## config.mk

```make
export PLATFORM = sky130hd
export DESIGN_NAME = gshare_predictor
export DESIGN_NICKNAME = d
export VERILOG_FILES = /design/src/rtl/gshare_predictor.sv
export SDC_FILE = /design/constraint.sdc
export NUM_CORES = 1
export LEC_CHECK = 0
export ABC_AREA = 1
export ABC_CLOCK_PERIOD_IN_PS = 4700
export BUFFER_PORTS_ARGS = -buffer_cell sky130_fd_sc_hd__buf_4
export CAP_MARGIN = 10
export CORE_UTILIZATION = 50
export CTS_CLUSTER_SIZE = 12
export DETAILED_ROUTE_END_ITERATION = 12
export PLACE_DENSITY_LB_ADDON = 0.08
export SKIP_CTS_REPAIR_TIMING = 1
export SLEW_MARGIN = 25
export SYNTH_ARGS = -nofsm -noshare
export SYNTH_HDL_FRONTEND = slang
export SYNTH_SLANG_ARGS = --single-unit
```

## constraint.sdc

```tcl
create_clock -name clk -period 4.7 [get_ports clk]
set_input_delay 0.235 -clock clk [delete_from_list [all_inputs] [get_ports clk]]
set_output_delay 0.235 -clock clk [all_outputs]
set_load 0.02 [all_outputs]
```

## src/rtl/gshare_predictor.sv

```systemverilog
//-----------------------------------------------------------------------------
// gshare_predictor
//
// Prediction side of a gshare branch predictor built from 2-bit saturating
// counters. The pattern history table (PHT) holds 2^HIST_W counters indexed
// by pc XOR global history register (GHR). Predictions are combinational from
// the current state. Training updates from the resolve stage move one counter
// and restore the GHR when a branch was mispredicted.
//
// Optional feature (compile-time macro GSHARE_PREDICT_FWD_EN):
//   When defined, a prediction that hits the same PHT entry being trained in
//   the same cycle sees the post-training counter value. The PHT write is the
//   same either way.
//
// Ports:
//   clk                 clock, all state updates on the rising edge
//   areset              synchronous active-high reset
//   predict_valid       prediction request this cycle
//   predict_pc          pc index of the branch being predicted
//   predict_taken       predicted direction (combinational)
//   predict_history     GHR value used for this prediction (combinational)
//   train_valid         training update this cycle
//   train_taken         resolved outcome
//   train_mispredicted  resolved branch was mispredicted (GHR recovery)
//   train_pc            pc index of the resolved branch
//   train_history       predict_history returned when the branch was predicted
//   ghr                 current GHR, for debug and checking
//-----------------------------------------------------------------------------
module gshare_predictor #(
   parameter int HIST_W = 7
) (
   input  logic              clk,
   input  logic              areset,
   input  logic              predict_valid,
   input  logic [HIST_W-1:0] predict_pc,
   output logic              predict_taken,
   output logic [HIST_W-1:0] predict_history,
   input  logic              train_valid,
   input  logic              train_taken,
   input  logic              train_mispredicted,
   input  logic [HIST_W-1:0] train_pc,
   input  logic [HIST_W-1:0] train_history,
   output logic [HIST_W-1:0] ghr
);

   localparam int ENTRIES = 1 << HIST_W;

   // Saturating 2-bit counter step: up on taken, down on not-taken.
   function automatic logic [1:0] sat_step(input logic [1:0] ctr, input logic taken);
      logic [1:0] res;
      if (taken) begin
         res = (ctr == 2'b11) ? 2'b11 : ctr + 2'b01;
      end else begin
         res = (ctr == 2'b00) ? 2'b00 : ctr - 2'b01;
      end
      return res;
   endfunction

   logic [1:0]        pht_r [ENTRIES];
   logic [HIST_W-1:0] ghr_r;

   logic [HIST_W-1:0] p_idx_s;
   logic [HIST_W-1:0] t_idx_s;
   logic [1:0]        train_next_s;
   logic              pred_taken_s;
   logic [HIST_W-1:0] ghr_next_s;

   assign p_idx_s      = predict_pc ^ ghr_r;
   assign t_idx_s      = train_pc ^ train_history;
   assign train_next_s = sat_step(pht_r[t_idx_s], train_taken);

   // Prediction bit, optionally forwarded from the same-cycle training result.
   always_comb begin
      pred_taken_s = pht_r[p_idx_s][1];
`ifdef GSHARE_PREDICT_FWD_EN
      if (predict_valid && train_valid && (p_idx_s == t_idx_s)) begin
         pred_taken_s = train_next_s[1];
      end else begin
         pred_taken_s = pht_r[p_idx_s][1];
      end
`endif
   end

   // GHR next value: mispredict recovery beats the speculative shift.
   always_comb begin
      ghr_next_s = ghr_r;
      if (train_valid && train_mispredicted) begin
         ghr_next_s = {train_history[HIST_W-2:0], train_taken};
      end else if (predict_valid) begin
         ghr_next_s = {ghr_r[HIST_W-2:0], pred_taken_s};
      end else begin
         ghr_next_s = ghr_r;
      end
   end

   // State update: reset wins over any same-cycle predict or train.
   always_ff @(posedge clk) begin
      if (areset) begin
         ghr_r <= {HIST_W{1'b0}};
         for (int i = 0; i < ENTRIES; i++) begin
            pht_r[i[HIST_W-1:0]] <= 2'b01;
         end
      end else begin
         ghr_r <= ghr_next_s;
         if (train_valid) begin
            pht_r[t_idx_s] <= train_next_s;
         end
      end
   end

   assign predict_taken   = pred_taken_s;
   assign predict_history = ghr_r;
   assign ghr             = ghr_r;

endmodule

```

==> impl_metrics.py <==
metrics = {
    "run_status": {
        "outcome": "complete, but fails checks",
        "violations": "negative hold slack",
    },
    "finish": {
        "fin_nets": 2110,
        "layout-drive-gt1-share_pct": 6.45,
        "antenna_cells": 0,
        "area_delta_synth_final_pct": 10.0,
        "fillers": 2913,
        "final_util_pct": 56.6,
    },
    "logic_synthesis": {
        "syn_inst": 2112,
        "synth.avg_cell_area_um2": 7.53,
        "synth-main-ff-cell": "edfxtp_1",
        "synth.top_cells.by_count": "481 x nand2_1, 417 x nand3_1, 397 x inv_1, 293 x nor2_1, 256 x edfxtp_1",
        "synth_area_leaders": "edfxtp_1 48%, nand3_1 13%, nand2_1 11%",
        "synth-edff-count": 256,
        "synthArstFlopShare_pct": 0,
        "netlist.area_leader.share_pct": 48.4,
        "ys_warn_count": 0,
        "synth_area_um2": 15900,
        "post-synth-top-count-cell": "nand2_1",
        "yosysTopAreaCell": "edfxtp_1",
        "synth-seq-cells": 263,
        "ys_seq_area_share_pct": 49.2,
        "syn-num-nets": 2139,
        "synthDistinctLibCells": 25,
    },
    "critical_path": {
        "cp_max_fo": 41,
        "crit_buf_inv": 3,
        "cp_top_family": "simple AND/OR/NAND/NOR gates",
        "worstPathCellList": "inv_1 -> nand2_1 -> nand2_2 -> buf_4 -> o211ai_1 -> nand3_1 -> nand3_1 -> nand3_1 -> nand3_1 -> nand3_1 -> and2_1 -> buf_4",
        "required_ns": 4.47,
        "critPathSlowestCell": "nand2_2",
        "worstSetupPathType": "reg -> out",
        "cp_data_arrival_time_ns": 3.49,
        "cp-start-kind": "register",
        "critPathMostFrequentCell": "nand3_1",
        "crit_path_end_kind": "primary output",
        "slowest_delay_ns": 0.62,
    },
    "floorplanning": {
        "die_w_um": 180,
        "std_cell_rows": 64,
        "design.die.area_um2": 32500,
        "io_pins": 42,
        "core_area_um2": 30900,
        "die_h_um": 180,
        "start_util_pct": 51.4,
    },
    "sta": {
        "clock.fmax_mhz": 268,
        "skew_ns": 0.0165,
        "worst_hold_slack_ns": -0.00158,
        "worst_pin_slew_ns": 1.15,
        "relSlewSlack_pct": 23.4,
        "slew_viol_final": 0,
        "period_share_pct": 79.3,
        "rsz0062_at_grt": "no",
        "tns_ns": 0,
        "fin_crit_ns": 3.73,
        "setup_viol": 0,
        "hold_viol": 1,
    },
    "detailed_routing": {
        "wl_per_cell_um": 19.5,
        "met1_length_um": 20300,
        "drc_errors": 0,
        "top_signal_layer_used": "met4",
        "ant_nets": 0,
        "wl_met2_um": 22600,
        "drt_iter0_markers": 1667,
        "wl_met3_um": 4440,
        "vias": 14200,
        "drtPass1Iterations": 6,
        "wl_um": 48900,
        "via_per_inst": 5.67,
    },
    "clocking": {
        "ctsRootBufferMaster": "clkbuf_16",
        "cts_tree": "built",
        "clk_latency_ns": 0.58,
        "cts_buffers": 31,
        "path_clk_slew_ns": 0.06,
        "htreeDepth": 1,
        "clk_path_buf_depth": 3,
        "clock-sinks": 263,
    },
    "placed_design": {
        "gp_congestion": 0.872,
        "dp_hpwl_um": 29300,
        "portBuffers": 41,
    },
    "global_route": {
        "grt_first_pass_wirelength_um": 76100,
        "track_usage_pct": 30.2,
        "grt_max_degree": 85,
        "grt_pass1_vias": 13700,
        "grt_antenna_before_repair": 0,
        "grt.overflow.total": 0,
    },
    "power_and_ir_drop": {
        "p_leak_nw": 7.07,
        "ir_worst_vdd_mv": 0.293,
        "p_per_area_nw_per_um2": 366,
        "power_mw": 6.40,
    },
    "min_path": {
        "min_path_type": "in -> reg",
    },
    "run": {
        "cap_violations": 0,
    },
}
worst paths after layout:
check	startpoint	to	slack, ns	cells after the start
hold reg to reg	ghr[6]	ghr[6]	0.60	4
setup / recovery	ghr[0]	predict_taken	0.97	12
hold / removal	train_history[3]	ghr[4]	-0.002	5
setup reg to reg	pht_r[17][1]	pht_r[121][0]	1.74	13
worst reg2reg max path: stages, from the launching register on:
cell      delay, ns
edfxtp_1       0.37
inv_1          0.11
nand3_1        0.09
nand3_1        0.13
nand3_1        0.10
nand3_1        0.13
nand2_1        0.10
nor2_1         0.16
nor2_1         0.12
nor2_1         0.15
nand3_1        0.20
nand2_4        0.48
buf_4          0.41
nand3_1        0.13
per-layer routing:
metal | track usage, % | vias up
li1 | - | 6673
met1 | 41.0 | 6730
met3 | 3.94 | 99
met5 | 0 | -
met4 | 10.4 | 0
met2 | 49.7 | 679
metrics by stage:
stage,instances,hold WS [ns],cell area [um2],setup slack (ns)
after global placement,2443,0.451,16500,0.731
after detailed placement,2443,0.451,16500,0.698
final,2503,-0.00158,17500,0.974
after floorplan,2112,0.304,15900,2.53
after global routing,2503,0.00773,17500,0.887
after CTS,2500,-0.142,17400,1.01
cells in the final DEF (no fill, tap or decap), types with 3 or more instances in the layout:
cell type / instances
bufinv_16: 4
edfxtp_1: 256
clkbuf_16: 31
clkinv_2: 6
xnor2_1: 6
o21ai_0: 7
clkbuf_1: 6
dfxtp_1: 7
clkinv_1: 10
nor3_1: 11
nand3_1: 417
inv_1: 396
o211ai_1: 76
nand2_1: 474
nand2_4: 4
buf_4: 68
buf_12: 9
xnor2_2: 3
nor2_1: 293
nand2_2: 3
where the power goes:
part           internal [mW]  leakage [nW]  switching, mW  total [mW]
clock                   1.42         0.488          0.967        2.38
sequential              2.62          2.40         0.0221        2.64
combinational          0.335          4.18           1.05        1.38
final cells by class:
type / instances / area [um2] / share of cell area (%)
Multi-Input combinational cell: 1308 / 5940 / 34.0
Timing Repair Buffer: 80 / 738 / 4.22
Inverter: 399 / 1500 / 8.58
Tap cell: 396 / 495 / 2.83
Clock inverter: 20 / 193 / 1.10
Clock buffer: 37 / 798 / 4.56
Sequential cell: 263 / 7830 / 44.7
registers in the layout (all words and copies together), names as in the netlist:
signal,cells
pht_r,256
ghr,7
kinds of logic after synthesis:
group / synth area share [%]
buf+inv: 14.1
flops: 49.2
simple gates: 31.9
xor+xnor: 0.763
compound gates: 4.02
No activity file was read; power rests on OpenSTA's default activity.
